**config.mk**
```make
export PLATFORM = sky130hd
export DESIGN_NAME = ctrl_module
export DESIGN_NICKNAME = d
export VERILOG_FILES = /design/src/rtl/ctrl_module.sv
export SDC_FILE = /design/constraint.sdc
export NUM_CORES = 1
export LEC_CHECK = 0
export ABC_AREA = 1
export CORE_MARGIN = 2
export CORE_UTILIZATION = 35
export DETAILED_ROUTE_END_ITERATION = 12
export MAX_ROUTING_LAYER = met4
export PLACE_DENSITY = 0.65
export SLEW_MARGIN = 20
export SYNTH_ARGS = -nofsm -noshare
export SYNTH_HDL_FRONTEND = slang
export SYNTH_SLANG_ARGS = --single-unit
```
**constraint.sdc**
```tcl
create_clock -name clk -period 4.85 [get_ports clk]
set_clock_uncertainty 0.05 [all_clocks]
set_input_delay 0.97 -clock clk [delete_from_list [all_inputs] [get_ports clk]]
set_output_delay 0.97 -clock clk [all_outputs]
set_load 0.01 [all_outputs]
```
**src/rtl/ctrl_module.sv**
```systemverilog
// Multi-cycle fetch/decode/execute control sequencer for the mpp accumulator CPU.
// Latency: control word is a combinational decode of registered state/IR; no input-to-output path.
// Backpressure: none; sequencer free-runs one state per clock and parks in HALT until reset.
module ctrl_module (
    input  logic        clk,
    input  logic        rst_n,
    input  logic [7:0]  instruction,
    output logic [28:0] ctrl_signals
);

    localparam int PC_INC      = 0;
    localparam int PC_LOAD     = 1;
    localparam int IR_LOAD     = 2;
    localparam int MAR_FROM_PC = 3;
    localparam int MAR_FROM_IR = 4;
    localparam int MEM_RD      = 5;
    localparam int MEM_WR      = 6;
    localparam int ACC_LOAD    = 7;
    localparam int ACC_FROM_ALU= 8;
    localparam int ALU_LSB     = 9;
    localparam int B_LOAD      = 12;
    localparam int FLAGS_LOAD  = 13;
    localparam int ACC_TO_BUS  = 14;
    localparam int IN_TO_ACC   = 17;
    localparam int OUT_LOAD    = 18;
    localparam int SP_INC      = 19;
    localparam int SP_DEC      = 20;
    localparam int STACK_WR    = 21;
    localparam int STACK_RD    = 22;
    localparam int CARRY_CLEAR = 23;
    localparam int CARRY_SET   = 24;
    localparam int COND_Z      = 25;
    localparam int COND_C      = 26;
    localparam int FETCH_CYCLE = 27;
    localparam int HALT_BIT    = 28;

    typedef enum logic [2:0] {
        S_IDLE,
        S_FETCH,
        S_DECODE,
        S_EX1,
        S_EX2,
        S_EX3,
        S_HALT
    } state_t;

    state_t      state;
    state_t      state_nxt;
    logic [7:0]  ir;
    logic [3:0]  opcode;
    logic [3:0]  operand;
    logic [3:0]  alu_idx;
    logic [1:0]  n_steps;
    logic        is_hlt;
    logic [28:0] word;

    assign opcode  = ir[7:4];
    assign operand = ir[3:0];
    assign alu_idx = opcode - 4'd3;
    assign is_hlt  = (opcode == 4'hF) && (operand == 4'h0);

    always_ff @(posedge clk or negedge rst_n) begin
        if (!rst_n) begin
            state <= S_IDLE;
            ir    <= 8'h00;
        end else begin
            state <= state_nxt;
            if (state == S_DECODE)
                ir <= instruction;
        end
    end

    // Number of execute states the latched opcode needs.
    always_comb begin
        n_steps = 2'd1;
        case (opcode)
            4'h1, 4'h2:                   n_steps = 2'd2;
            4'h3, 4'h4, 4'h5, 4'h6, 4'h7: n_steps = 2'd3;
            4'hF: if (operand == 4'h1 || operand == 4'h2) n_steps = 2'd2;
            default:                      n_steps = 2'd1;
        endcase
    end

    always_comb begin
        state_nxt = state;
        case (state)
            S_IDLE:   state_nxt = S_FETCH;
            S_FETCH:  state_nxt = S_DECODE;
            S_DECODE: state_nxt = S_EX1;
            S_EX1: begin
                if (is_hlt)
                    state_nxt = S_HALT;
                else if (n_steps >= 2'd2)
                    state_nxt = S_EX2;
                else
                    state_nxt = S_FETCH;
            end
            S_EX2:    state_nxt = (n_steps == 2'd3) ? S_EX3 : S_FETCH;
            S_EX3:    state_nxt = S_FETCH;
            S_HALT:   state_nxt = S_HALT;
            default:  state_nxt = S_IDLE;
        endcase
    end

    always_comb begin
        word = '0;
        case (state)
            S_FETCH: begin
                word[MAR_FROM_PC] = 1'b1;
                word[MEM_RD]      = 1'b1;
                word[FETCH_CYCLE] = 1'b1;
            end
            S_DECODE: begin
                word[PC_INC]  = 1'b1;
                word[IR_LOAD] = 1'b1;
            end
            S_EX1: begin
                case (opcode)
                    4'h1, 4'h2, 4'h3, 4'h4, 4'h5, 4'h6, 4'h7:
                        word[MAR_FROM_IR] = 1'b1;
                    4'h8, 4'h9: begin
                        word[ACC_LOAD]     = 1'b1;
                        word[ACC_FROM_ALU] = 1'b1;
                        word[FLAGS_LOAD]   = 1'b1;
                        if (opcode == 4'h8)
                            word[ALU_LSB +: 3] = 3'b101;
                        else
                            word[ALU_LSB +: 3] = operand[0] ? 3'b111 : 3'b110;
                    end
                    4'hA: begin
                        word[IN_TO_ACC]  = 1'b1;
                        word[ACC_LOAD]   = 1'b1;
                        word[FLAGS_LOAD] = 1'b1;
                    end
                    4'hB: begin
                        word[OUT_LOAD]   = 1'b1;
                        word[ACC_TO_BUS] = 1'b1;
                    end
                    4'hC: word[PC_LOAD] = 1'b1;
                    4'hD: begin
                        word[PC_LOAD] = 1'b1;
                        word[COND_Z]  = 1'b1;
                    end
                    4'hE: begin
                        word[PC_LOAD] = 1'b1;
                        word[COND_C]  = 1'b1;
                    end
                    4'hF: begin
                        case (operand)
                            4'h0: word[HALT_BIT] = 1'b1;
                            4'h1: word[SP_DEC]   = 1'b1;
                            4'h2: begin
                                word[STACK_RD] = 1'b1;
                                word[ACC_LOAD] = 1'b1;
                            end
                            4'h3: word[CARRY_CLEAR] = 1'b1;
                            4'h4: word[CARRY_SET]   = 1'b1;
                            default: word = '0;
                        endcase
                    end
                    default: word = '0;
                endcase
            end
            S_EX2: begin
                case (opcode)
                    4'h1: begin
                        word[MEM_RD]   = 1'b1;
                        word[ACC_LOAD] = 1'b1;
                    end
                    4'h2: begin
                        word[ACC_TO_BUS] = 1'b1;
                        word[MEM_WR]     = 1'b1;
                    end
                    4'h3, 4'h4, 4'h5, 4'h6, 4'h7: begin
                        word[MEM_RD] = 1'b1;
                        word[B_LOAD] = 1'b1;
                    end
                    4'hF: begin
                        if (operand == 4'h1) begin
                            word[ACC_TO_BUS] = 1'b1;
                            word[STACK_WR]   = 1'b1;
                        end else if (operand == 4'h2) begin
                            word[SP_INC] = 1'b1;
                        end
                    end
                    default: word = '0;
                endcase
            end
            S_EX3: begin
                word[ACC_LOAD]     = 1'b1;
                word[ACC_FROM_ALU] = 1'b1;
                word[FLAGS_LOAD]   = 1'b1;
                word[ALU_LSB +: 3] = alu_idx[2:0];
            end
            S_HALT:  word[HALT_BIT] = 1'b1;
            default: word = '0;
        endcase
    end

    assign ctrl_signals = word;

endmodule

```
## Yosys cells after proc, flatten, opt, wreduce, memory -nomap -nowiden

Index checks and enable logic that the tools add are counted.

- $add $sub $neg: 1
- Order comparisons: 1
- Eq/ne operators: 26
- Multiplexer cells: 44
- Reductions and logical operators: 12

Operators with widths:

| kind | count |
|---|---|
| $eq 4x4->1 const B | 8 |
| $mux 1 | 26 |
| $pmux 13 s2 | 1 |
| $eq 4x3->1 const B | 5 |
| $pmux 3 s6 | 1 |
| $eq 4x2->1 const B | 4 |
| $pmux 5 s3 | 1 |
| $pmux 1 s2 | 6 |
| $eq 3x3->1 const B | 3 |
| $mux 3 | 3 |
| $eq 4x1->1 const B | 2 |
| $reduce_or 7->1 | 1 |
| $eq 3x2->1 const B | 2 |
| $mux 2 | 3 |
| $mux 6 | 1 |
| $pmux 2 s3 | 1 |
| $reduce_or 2->1 | 3 |
| $reduce_or 3->1 | 2 |
| $reduce_or 6->1 | 1 |
| $reduce_or 5->1 | 1 |
| $logic_not 4->1 | 1 |
| $mux 4 | 1 |
| $eq 3x1->1 const B | 1 |
| $logic_not 3->1 | 1 |
| other kinds (5) | 5 |

- Flip-flop bits (word level): 11
- Output and inout bits: 29
- Bits of input ports: 10

## Logic depth before layout (Yosys ltp)

- Depth in word-level cells: 8
- Depth in mapped cells: 8

## Least setup slack after synthesis

No wires, ideal clock.

- Kind: reg-to-output
- From: register ir[4]
- To: output ctrl_signals[5]
- Buffers on the path: 0
- Data required time: 3830 ps
- Cell stages (with the launch flop): 9
- Setup slack: 2480 ps
- Arrival time: 1350 ps
- Cell sequence: dfrtp_1 > inv_1 > ha_1 > nor2_1 > a21oi_1 > nor2_1 > nor2_1 > nor2_1 > nand2_1

- Longest elaborated chain between the ends: 4

RTL lines:

| what | RTL line | source |
|---|---|---|
| start, declared | 49 | `logic [7:0] ir;` |
| start signal, assigned | 69 | `ir <= instruction;` |
| $eq 4x2->1, or another cell as far along | 165 | `case (opcode)` |
| $reduce_or 6->1 (no source line) (*) | - |  |
| $mux 1 (*) | 165 |  |
| $pmux 1 s2 (*) | 107 | `case (state)` |
| end, declared | 8 | `output logic [28:0] ctrl_signals` |

Every way passes the cells marked *; elsewhere a longest branch is shown, timed or not.

## Worst setup path after layout

Same ends and word-level chain as after synthesis.

==> results.tsv <==
stage	metric	value	unit
floorplan	die-height	55.71	µm
sta	rsz0062_at_grt	no	
place	dp.cells	199	
critical_path	cpPeakStageDelay	0.48	ns
grt	grt_pass1_vias	879	
sta	worst_slack	1.625	ns
floorplan	dieWidth	55.71	µm
cts	clock_sinks	11	
critical_path	critical_path.cell_chain	inv_1 > ha_1 > nor2_1 > a21oi_1 > nor2_1 > nor2_1 > nor2_1 > nand2_1 > clkdlybuf4s50_1	
place	pre_cts_ws	1.931	ns
pwr	clkPwrFrac	0.089	
sta	fmax	0.3101	GHz
pwr	p_leak	0.6157	nW
critical_path	critPathArrivalTime	2.20	ns
run	drv_cap	0	
pwr	p_per_area	522.8	nW/µm²
critical_path	worst-path-max-fanout	4	
synth	netlist_top_cells_area	dfrtp_1 29%, nand2_1 11%, nor2_1 9.6%	
pwr	ir_drop	0.0002823	V
cts	path_clk_slew	0.07	ns
pwr	swShare	0.4934	
critical_path	critPathLaunchType	flip-flop	
cts	cts_tree	built	
floorplan	die_area	3104	µm²
finish	layout_common_cells	36 x clkdlybuf4s50_1, 27 x nand2_1, 24 x nor2_1	
synth	ys_async_sr_fraction	1.000	
critical_path	crit_slowest_cell	clkdlybuf4s50_1	
detailed_routing	drtIter0Drc	17	
pwr	power	0.6856	mW
pwr	pwr-share-seq	0.276	
synth	yosysTopAreaCell	dfrtp_1	
cts	cts_buffers	3	
detailed_routing	wl_per_cell	11.16	µm
finish	fin_nets	188	
finish	antenna_cells	0	
sta	setup_viol	0	
critical_path	cp_common_cell	nor2_1	
floorplan	num_rows	18	
synth	synth_seq_cells	11	
critical_path	critical_path_class	flip-flop to output port	
synth	synth.avg_cell_area	6.782	µm²
sta	worstMarginPinSlew	0.4984	ns
critical_path	required	3.83	ns
place	dp_hpwl	1895	µm
floorplan	initial_core_util	0.3744	
place	numPortBuffers	36	
floorplan	coreArea	2500	µm²
detailed_routing	via_per_inst	4.744	
cts	holdBufCountCts	0	
finish	final_cells	203	
grt	grt_max_degree	18	
synth	yosysWarningCount	0	
synth	synthFlopType	dfrtp_1	
cts	cts-root-buf	clkbuf_4	
outcome	outcome	complete, no violations	
finish	final_common_cell	clkdlybuf4s50_1	
critical_path	crit_path_end_kind	output port	
cts	cts_setup_buffers	0	
synth	synth_top_area_share	0.2941	
sta	min_period	3.225	ns
synth	mappedNetlistArea	935.9	µm²
sta	slew_headroom	0.6667	
finish	drive_above_1_share	0.1040	
grt	grt_overflow	0	
cts	cts_resized	0	
grt	antenna_found_initial	0	
floorplan	ioPinCount	39	
detailed_routing	routed-via-count	963	
pwr	p_int	0.3473	mW
pwr	p_comb_frac	0.635	
synth	synth_edf_count	0	
detailed_routing	drc	0	
synth	ys_seq_area_frac	0.2941	
grt	track_usage	0.1503	
synth	ys_types	25	
grt	grt_first_pass_wirelength	3677	µm
sta	drv_slew	0	
hold_path	hold_path.class	flip-flop to flip-flop	
synth	netlist_instances	138	
sta	finalCritPeriodShare	0.6649	
place	place.gp.congestion	0.8248	
sta	fin_setup_tns	0	ns
detailed_routing	antenna_left	0	
sta	hold_viol_final	0	
finish	nFillCells	257	
cts	clk_path_buf_depth	2	
detailed_routing	wl	2266	µm
cts	htree_levels	1	
pwr	switchingPower	0.3382	mW
detailed_routing	first_pass_iters	4	
finish	synthToLayoutAreaGrowth	40.11	%
cts	clk-insertion-delay-late	0.27	ns
## synthesized netlist by cell type (3+ instances only)
cell     instances
o21ai_0          8
buf_4            4
o31ai_1          3
nor2_2           3
dfrtp_1         11
inv_2            4
ha_1             4
a21oi_1          3
inv_1           19
nor2_1          24
nand3_1         11
nand2_1         27
## metal layers
| metal | wire length [µm] | up-vias | global-route usage |
|---|---|---|---|
| met3 | 123 | 4 | 0.02791 |
| met5 | 0 | - | - |
| met2 | 1041 | 31 | 0.2381 |
| met4 | 40 | 0 | 0.06620 |
| met1 | 1060 | 427 | 0.1865 |
| li1 | - | 501 | - |
## layout make-up
type	count	area, µm²	area share
sequential	11	275.3	0.2099
multi-input combinational	99	525.5	0.4008
timing repair buffer	36	360.3	0.2748
clock buffer	4	26.28	0.02004
inverter	23	86.33	0.06584
tap	30	37.54	0.02863
## cell families (layout without fill, tap and decap cells)
group / after synthesis / after routing / share of synthesized area
compound gates: 16 / 16 / 0.09625
fa+ha+maj: 4 / 4 / 0.05348
buf+inv: 29 / 63 / 0.1484
flops: 11 / 11 / 0.2941
mux: 1 / 1 / 0.01203
other cells: 1 / 2 / 0.004007
simple gates: 76 / 76 / 0.3917
## stage by stage
stage	util	instance area (µm²)	hold WS, ns
after floorplan	-	939.7	0.4544
after global placement	0.5140	1285	0.4781
after detailed placement	0.5140	1285	0.4862
after CTS	0.5245	1311	0.5019
after global routing	0.5245	1311	0.5211
final	0.5245	1311	0.4933
## final timing paths
| path | from | to | slack (ns) | cells past startpoint |
|---|---|---|---|---|
| worst min-delay path | ir[3] | ir[3] | 0.49 | 1 |
| worst max-delay path | ir[4] | ctrl_signals[5] | 1.63 | 9 |
| worst min register to register | ir[3] | ir[3] | 0.49 | 1 |
| max in group asynchronous | rst_n | state[1] | 3.42 | 1 |
| worst max register to register | ir[4] | state[2] | 3.20 | 8 |
| min in group asynchronous | rst_n | ir[7] | 0.98 | 1 |
## worst max-delay path, delay by kind of cell, from the launching register on
| kind | cells | cell delay [ns] |
|---|---|---|
| fa+ha+maj | 1 | 0.23 |
| compound gates | 1 | 0.12 |
| buf+inv | 2 | 0.58 |
| simple gates | 5 | 0.59 |
| flops | 1 | 0.40 |
## power groups by stage
stage | Clock [mW] | Sequential, mW | Combinational (mW)
finish | 0.0610 | 0.189 | 0.435
CTS | 0.0627 | 0.189 | 0.438
floorplan | 0 | 0.173 | 0.324
detailed placement | 0 | 0.191 | 0.436
global placement | 0 | 0.189 | 0.436
global route | 0.0674 | 0.197 | 0.486
## sequential cells by signal, summed over array words and instances (netlist names)
signal and flops:
ir 8, state 3
(Power assumes the default switching activity.)
